<file path="config.mk">
export PLATFORM = sky130hd
export DESIGN_NAME = line_word_buffer
export DESIGN_NICKNAME = d
export VERILOG_FILES = /design/src/rtl/line_word_buffer.sv
export SDC_FILE = /design/constraint.sdc
export NUM_CORES = 1
export LEC_CHECK = 0
export BUFFER_PORTS_ARGS = -buffer_cell sky130_fd_sc_hd__clkbuf_2
export CAP_MARGIN = 20
export CORE_ASPECT_RATIO = 1.4
export CORE_MARGIN = 2
export CORE_UTILIZATION = 55
export CTS_CLUSTER_DIAMETER = 120
export DETAILED_ROUTE_END_ITERATION = 12
export PLACE_DENSITY = 0.91
export SKIP_LAST_GASP = 1
export SYNTH_ARGS = -nofsm -noshare
export SYNTH_HDL_FRONTEND = slang
export SYNTH_SLANG_ARGS = --single-unit
export TNS_END_PERCENT = 1
</file>
<file path="constraint.sdc">
create_clock -name clk_i -period 3.9 [get_ports clk_i]
set_clock_uncertainty 0.1 [all_clocks]
set_input_delay 0.585 -clock clk_i [delete_from_list [all_inputs] [get_ports clk_i]]
set_output_delay 0.585 -clock clk_i [all_outputs]
set_load 0.05 [all_outputs]
</file>
<file path="src/rtl/line_word_buffer.sv">
// Single-line holding buffer: registered word read, byte-masked write merge,
// dirty tracking, and beat-wise serialise/deserialise over valid/ready.

module lwb_word_lane #(
  parameter int WORD_W = 16
) (
  input  logic [WORD_W-1:0]   word_q_i,
  input  logic                load_i,
  input  logic [WORD_W-1:0]   load_word_i,
  input  logic                des_hit_i,
  input  logic [WORD_W-1:0]   des_word_i,
  input  logic                wr_hit_i,
  input  logic [WORD_W-1:0]   wr_data_i,
  input  logic [WORD_W/8-1:0] wr_be_i,
  output logic [WORD_W-1:0]   word_d_o
);
  always_comb begin
    word_d_o = word_q_i;
    if (load_i) begin
      word_d_o = load_word_i;
    end else if (des_hit_i) begin
      word_d_o = des_word_i;
    end else if (wr_hit_i) begin
      for (int b = 0; b < WORD_W/8; b++)
        if (wr_be_i[b]) word_d_o[b*8 +: 8] = wr_data_i[b*8 +: 8];
    end
  end
endmodule

module line_word_buffer #(
  parameter int WORD_W     = 16,
  parameter int WORDS      = 8,
  parameter int BEAT_WORDS = 1,
  localparam int LINE_W    = WORD_W*WORDS,
  localparam int BEAT_W    = WORD_W*BEAT_WORDS,
  localparam int BEATS     = WORDS/BEAT_WORDS,
  localparam int SEL_W     = $clog2(WORDS),
  localparam int CNT_W     = (BEATS > 1) ? $clog2(BEATS) : 1
) (
  input  logic                clk_i,
  input  logic                rst_i,
  input  logic                line_load_i,
  input  logic [LINE_W-1:0]   line_in_i,
  output logic [LINE_W-1:0]   line_out_o,
  input  logic [SEL_W-1:0]    word_sel_i,
  input  logic                rd_en_i,
  output logic [WORD_W-1:0]   rd_data_o,
  output logic                rd_valid_o,
  input  logic                wr_en_i,
  input  logic [WORD_W-1:0]   wr_data_i,
  input  logic [WORD_W/8-1:0] wr_be_i,
  output logic                dirty_o,
  input  logic                ser_start_i,
  output logic [BEAT_W-1:0]   ser_data_o,
  output logic                ser_valid_o,
  input  logic                ser_ready_i,
  output logic                ser_last_o,
  input  logic                des_start_i,
  input  logic [BEAT_W-1:0]   des_data_i,
  input  logic                des_valid_i,
  output logic                des_ready_o,
  output logic                xfer_done_o,
  output logic                busy_o
);
  typedef enum logic [1:0] {S_IDLE, S_SER, S_DES} state_e;

  state_e                         state_q;
  logic [WORDS-1:0][WORD_W-1:0]   line_q, line_d;
  logic [CNT_W-1:0]               cnt_q;
  logic [WORD_W-1:0]              rd_data_q;
  logic                           rd_valid_q, dirty_q, ser_valid_q, des_ready_q;
  logic                           xfer_done_q, busy_q;
  logic                           idle, load_go, wr_go, cnt_last;

  assign idle     = (state_q == S_IDLE);
  assign load_go  = idle && line_load_i;
  // Write loses to line_load and des_start issued in the same cycle.
  assign wr_go    = idle && !line_load_i && !des_start_i && wr_en_i;
  assign cnt_last = (cnt_q == CNT_W'(BEATS-1));

  for (genvar i = 0; i < WORDS; i++) begin : g_lane
    logic des_hit, wr_hit;
    assign des_hit = (state_q == S_DES) && des_valid_i && (cnt_q == CNT_W'(i/BEAT_WORDS));
    assign wr_hit  = wr_go && (word_sel_i == SEL_W'(i));
    lwb_word_lane #(.WORD_W(WORD_W)) u_lane (
      .word_q_i    (line_q[i]),
      .load_i      (load_go),
      .load_word_i (line_in_i[i*WORD_W +: WORD_W]),
      .des_hit_i   (des_hit),
      .des_word_i  (des_data_i[(i%BEAT_WORDS)*WORD_W +: WORD_W]),
      .wr_hit_i    (wr_hit),
      .wr_data_i   (wr_data_i),
      .wr_be_i     (wr_be_i),
      .word_d_o    (line_d[i])
    );
  end

  for (genvar j = 0; j < BEAT_WORDS; j++) begin : g_beat
    assign ser_data_o[j*WORD_W +: WORD_W] = line_q[SEL_W'(int'(cnt_q)*BEAT_WORDS + j)];
  end

  always_ff @(posedge clk_i) begin
    if (rst_i) begin
      state_q     <= S_IDLE;
      line_q      <= '0;
      cnt_q       <= '0;
      rd_data_q   <= '0;
      rd_valid_q  <= 1'b0;
      dirty_q     <= 1'b0;
      ser_valid_q <= 1'b0;
      des_ready_q <= 1'b0;
      xfer_done_q <= 1'b0;
      busy_q      <= 1'b0;
    end else begin
      line_q      <= line_d;
      rd_valid_q  <= rd_en_i;
      xfer_done_q <= 1'b0;
      if (rd_en_i) rd_data_q <= line_q[word_sel_i];
      case (state_q)
        S_IDLE: begin
          if (line_load_i) begin
            dirty_q <= 1'b0;
          end else if (des_start_i) begin
            state_q     <= S_DES;
            cnt_q       <= '0;
            busy_q      <= 1'b1;
            des_ready_q <= 1'b1;
          end else if (wr_en_i) begin
            if (|wr_be_i) dirty_q <= 1'b1;
          end else if (ser_start_i) begin
            state_q     <= S_SER;
            cnt_q       <= '0;
            busy_q      <= 1'b1;
            ser_valid_q <= 1'b1;
          end
        end
        S_SER: begin
          if (ser_ready_i) begin
            if (cnt_last) begin
              state_q     <= S_IDLE;
              cnt_q       <= '0;
              busy_q      <= 1'b0;
              ser_valid_q <= 1'b0;
              xfer_done_q <= 1'b1;
              dirty_q     <= 1'b0;
            end else begin
              cnt_q <= cnt_q + 1'b1;
            end
          end
        end
        S_DES: begin
          if (des_valid_i) begin
            if (cnt_last) begin
              state_q     <= S_IDLE;
              cnt_q       <= '0;
              busy_q      <= 1'b0;
              des_ready_q <= 1'b0;
              xfer_done_q <= 1'b1;
              dirty_q     <= 1'b0;
            end else begin
              cnt_q <= cnt_q + 1'b1;
            end
          end
        end
        default: state_q <= S_IDLE;
      endcase
    end
  end

  assign line_out_o  = line_q;
  assign rd_data_o   = rd_data_q;
  assign rd_valid_o  = rd_valid_q;
  assign dirty_o     = dirty_q;
  assign ser_valid_o = ser_valid_q;
  assign ser_last_o  = ser_valid_q && cnt_last;
  assign des_ready_o = des_ready_q;
  assign xfer_done_o = xfer_done_q;
  assign busy_o      = busy_q;
endmodule

</file>
After elaboration in Yosys (flattened, before gate mapping)
Index checks and enable logic that the tools add are counted.
{"block": "totals", "regBits": 155, "latch_bits": 0, "mem_bits_rw": 0, "rom_bits": 0, "in_bits": 174, "output_inout_bits": 167, "word_cells": 210, "memories": 0}
{"block": "op_classes", "addsub": 1, "n_mul": 0, "n_div": 0, "order_cmp": 2, "eq_ne": 30, "shift": 0, "muxes": 76, "bitwise": 0, "reduce_logical": 76}
{"cell": "$mux W16", "n": 27}
{"cell": "$bmux W16 S3", "n": 2}
{"cell": "$reduce_bool A3 Y1", "n": 25}
{"cell": "$reduce_and A2 Y1", "n": 16}
{"cell": "$eq A3 B3 Y1 const B", "n": 8}
{"cell": "$mux W1", "n": 24}
{"cell": "$logic_and A1 B1 Y1", "n": 22}
{"cell": "$mux W3", "n": 7}
{"cell": "$ne A2 B2 Y1 const B", "n": 9}
{"cell": "$mux W8", "n": 2}
{"cell": "$mux W2", "n": 7}
{"cell": "$eq A3 B2 Y1 const B", "n": 4}
{"cell": "$ne A3 B3 Y1 const B", "n": 4}
{"cell": "$reduce_and A6 Y1", "n": 2}
{"cell": "$reduce_and A5 Y1", "n": 2}
{"cell": "$pmux W3 S3", "n": 1}
{"cell": "$reduce_and A7 Y1", "n": 1}
{"cell": "$eq A3 B1 Y1 const B", "n": 2}
{"cell": "$logic_not A3 Y1", "n": 2}
{"cell": "$pmux W1 S2", "n": 3}
{"cell": "$pmux W1 S3", "n": 2}
{"cell": "$pmux W2 S3", "n": 1}
{"cell": "$lt A3 B5 Y1 const B", "n": 1}
{"cell": "$lt A3 B4 Y1 const B", "n": 1}
{"cell": "other kinds (8)", "n": 10}

Logic depth before layout (Yosys ltp)
{"block": "depth", "ltp_word": 8, "ltp_mapped": 11, "ltp_nobuf": 6}

By module
Synthesis repeated with hierarchy kept, for this count alone.
{"block": "hier_totals", "hier_cells": 1102, "hier_area_um2": 10297.4}
{"module": "line_word_buffer", "n_inst": 1, "cells_each": 646, "area_each_um2": 6864.1, "seq_area_each_um2": 3103.0}
{"module": "lwb_word_lane", "n_inst": 8, "cells_each": 57, "area_each_um2": 429.2, "seq_area_each_um2": 0.0}

Worst setup path after synthesis
OpenSTA, ideal clock, no wires.
{"block": "synth_path", "path_kind": "register -> output", "from": "register cnt_q[1]", "to": "output ser_data_o[13]", "arrival_time_ns": 1.914, "required_ns": 3.215, "setup_slack_ns": 1.301, "stages_incl_launch_ff": 6, "path_buffers": 2, "cell_sequence": "dfxtp_1 clkbuf_1 buf_1 mux4_2 nand2_1 nand2_1"}
{"block": "synth_via", "elab_chain_len": 3}
{"element": "start, declared", "line": "69", "rtl": "logic [CNT_W-1:0] cnt_q;"}
{"element": "start signal, assigned", "line": "147", "rtl": "cnt_q <= cnt_q + 1'b1;"}
{"element": "start signal, assigned", "line": "161", "rtl": "cnt_q <= cnt_q + 1'b1;"}
{"element": "$bmux W16 S3", "line": "99", "rtl": "assign ser_data_o[j*WORD_W +: WORD_W] = line_q[SEL_W'(int'(cnt_q)*BEAT_WORDS + j)];"}
{"element": "$mux W16 (not written as such) (2 in a row)", "line": "99"}
{"element": "end, declared", "line": "54", "rtl": "output logic [BEAT_W-1:0] ser_data_o,"}
Every way passes these cells. The select of a mux whose other input is x is not followed.

Worst setup path in the final report
{"block": "layout_path", "from": "register cnt_q[1]", "to": "output ser_data_o[14]"}
The elaborated chain is that of the path after synthesis.

==> impl_results.md <==
* Critical path arrival at roughly 2.8 ns
* Status: finished, final reports clean
* Initial core utilization at a little under three fifths
* Largest net degree at the start of global routing at between 80 and 90
* Worst path most repeated cell: nand2_1
* Cts bufs inserted at 17
* Width of the chip at ~120 um
* Number of synthesized flops with an enable pin at 0
* Critical-path cell list: buf_4 > mux4_2 > nand2_1 > nand2_1 > clkbuf_2
* Synthesis-stage register bit count at 155
* Reg-to-reg setup timing slack at 0.87 ns
* Synth Warn # at 0
* First-pass GRT wire length at 66300 um
* Clk_lat worst skew at roughly 0.44 ns
* Netlist Area Pre-Place at between 10000 and 15000 sq um
* Slowest stage delay, CP at 0.88 ns
* Clock network fraction of design power at between 10% and 20%
* Worst min-delay path category: in2reg
* CTS Buffer Depth at 2
* Hold Path End: ser_valid_o
* Post-DP HPWL at approximately 32000 um
* Synth async-reset ratio at 0%
* RSZ-0062 raised after global routing: no
* Part of the cycle the worst path needs at approximately nine tenths
* Worst Reg2Reg Path Length in Cells at 7
* Vias at 12300
* N_diodes at 0
* Top-area cell type share of the netlist area at 30.0%
* Via density per instance at 6.81
* Vias in the first global route at around 11000
* Hold Fails Final Rpt at 0
* Top Ports at between 300 and 400
* Power density over cell area at between 800 and 900 nW/um^2
* FF-to-FF Start: cnt_q[1]
* Die Footprint at ~20000 sq um
* Die height at between 150 and 200 um
* Site Rows at 59
* Worst Hold Depth at 2
* Worst setup EP type: output pin
* First-pass DRT Iterations at 6
* Root Buffer: clkbuf_16
* I/O Buffers at between 300 and 400
* Setup bufs post-CTS at 0
* Clk sink count at ~160
* Hold_sp: ser_ready_i
* Cells after Synth at around 1300
* WS Path Type: reg2out
* Most frequent cells in the layout: clkbuf_2, nand2_1, dfxtp_1
* Worst path top cell family by delay: flip-flops
* Synthesized Nets at 1475
* Ratio of cells with drive above 1 in the final layout at approximately a third
* Syn avg cell area at between 8 and 9 sq um
* Max FO, Critical Path at 23
* Final ANT Viol Nets at 0
* Core Util, Final at between 60% and 70%
* Total wire length at ~45000 um
* CTS Hold Bufs at 0
* P_sw at between 5000 and 6000 uW
* Post_cts resized at 0
* Sequential fraction of the synthesis area at approximately 30%
* P_int at roughly 4900 uW
* Lkg Pwr at around 0.0059 uW
* Sequential Power Share at between 20% and 30%
* Synth Flop Type: dfxtp_1
* Max-Cap Viols at 0
* Total GRT Usage at 43.6%
* Worst Tran Pin Value at about 0.93 ns
* Number of H-tree levels at 4
* Fin Setup TNS at 0 ns
* Slowest CP cell: dfxtp_2
* Comb pwr share at approximately 56%
* WP buf/inv at 2
* Routed len/inst at 24.7 um
* Dominant cell type by area after synthesis: dfxtp_1
* Fin crit period at around 3.4 ns
* Initial antenna violation count at 0
* Pins Over Slew Limit at 0
* Routability cong. at 0.986
* Switching part of the total at about 54%
* Area Overhead vs Synth at 22.1%
* Starting DRC count in detailed routing at ~2000
* Slew headroom at 37.9%
* CTS tree: yes
* Post-synth cell types at 53
* FMAX at between 200 and 300 MHz
* VDD IR-drop max at 0.000488 V
* Largest cells by area after synthesis: dfxtp_1, nand2_1, a22o_1, mux4_2, a31oi_1
* Setup violations, final at 0
* Critical R2R Capture: line_out_o[73]
* Startpoint types: register
* WP data required at ~3.2 ns
* Commonest non-fill, non-tap cell in the layout: clkbuf_2
* DRC viols at 0
* Nets at ~1700
* Gr ovfl total at 0
* Clock transition at path regs at 0.07 ns
* Core ar. at between 15000 and 20000 sq um
-- metrics by stage --
| step | worst slack (ns) | area, sq um | std cells | hold slack [ns] | total power, uW |
|---|---|---|---|---|---|
| 2_1_floorplan | 1.30 | 10300 | 1291 | 0.382 | 7030 |
| 3_3_place_gp | 0.975 | 12000 | 1771 | 0.362 | 8600 |
| 3_5_place_dp | 0.936 | 12000 | 1771 | 0.369 | 8690 |
| 4_1_cts | 0.464 | 12600 | 1803 | 0.296 | 10500 |
| 5_1_grt | 0.329 | 12600 | 1803 | 0.329 | 11000 |
| 6_report | 0.453 | 12600 | 1803 | 0.305 | 10600 |
-- routing by layer --
metal | up-vias | part of all wire, % | GRT usage (%)
met1 | 5708 | 34 | 55.3
met2 | 1100 | 45 | 66.3
met5 | - | 0 | 0
met4 | 0 | 6.6 | 24.1
met3 | 238 | 14 | 12.8
li1 | 5228 | - | -
-- worst register-to-register path: cells and delay by family (launching register included) --
family                     cells  cell delay [ns]
buffers and inverters          2             0.47
AOI/OAI and AO/OA              2             1.01
DFF                            1             0.88
and+or+nand+nor                2             0.22
adders and majority gates      1             0.29
-- power groups by stage --
| stage | registers (uW) | logic [uW] | clock network (uW) |
|---|---|---|---|
| 5_1_grt | 2900 | 6240 | 1830 |
| 3_5_place_dp | 2840 | 5850 | 0 |
| 4_1_cts | 2810 | 5880 | 1760 |
| 3_3_place_gp | 2840 | 5760 | 0 |
| 2_1_floorplan | 4300 | 2730 | 0 |
| 6_report | 2880 | 5990 | 1770 |
-- flip-flops by register name, indices dropped and copies added (netlist names) --
name and count:
cnt_q 3, rd_data_o 16, dirty_o 1, xfer_done_o 1, state_q 2, line_out_o 128
busy_o 1, ser_valid_o 1, des_ready_o 1, rd_valid_o 1
-- cell usage after synthesis, drive strengths merged, types with 4 or more instances --
cell type,count
inv,10
o221ai,13
buf,37
mux4,38
a22o,112
a21oi,40
o31ai,17
nand4,7
a31oi,110
nand4b,4
mux2,15
nand2b,26
nor2b,7
o32ai,7
clkbuf,95
o221a,13
nor3,7
dfxtp,155
nor2,147
nand3,6
nand2,301
o22ai,9
or4,9
and3,18
ha,10
mux2i,47
-- area by class of cell --
cell class,count,area [sq um]
clock inverter,11,169
fill,1555,5900
multi-input combinational,993,6640
clock buffer,21,450
inverter,11,41.3
timing repair buffer,368,1920
tap,244,305
sequential,155,3110
-- kinds of logic (layout without fill, tap and decap cells) --
| family | Yosys count | count (layout) | share of synthesized area, % |
|---|---|---|---|
| simple gates | 551 | 551 | 23.5 |
| compound gates | 332 | 332 | 24.9 |
| flops | 155 | 155 | 30.0 |
| buf+inv | 143 | 411 | 5.90 |
| mux | 100 | 100 | 14.5 |
| fa+ha+maj | 10 | 10 | 1.21 |
-- how the worst max path moves through the flow --
stage | depth (start not counted) | startpoint | endpoint
floorplan | 5 | cnt_q[1] | ser_data_o[13]
global placement | 5 | cnt_q[1] | ser_data_o[14]
detailed placement | 5 | cnt_q[1] | ser_data_o[14]
CTS | 5 | cnt_q[1] | ser_data_o[14]
global route | 5 | cnt_q[1] | ser_data_o[14]
finish | 5 | cnt_q[1] | ser_data_o[14]
(Power assumes the default switching activity.)
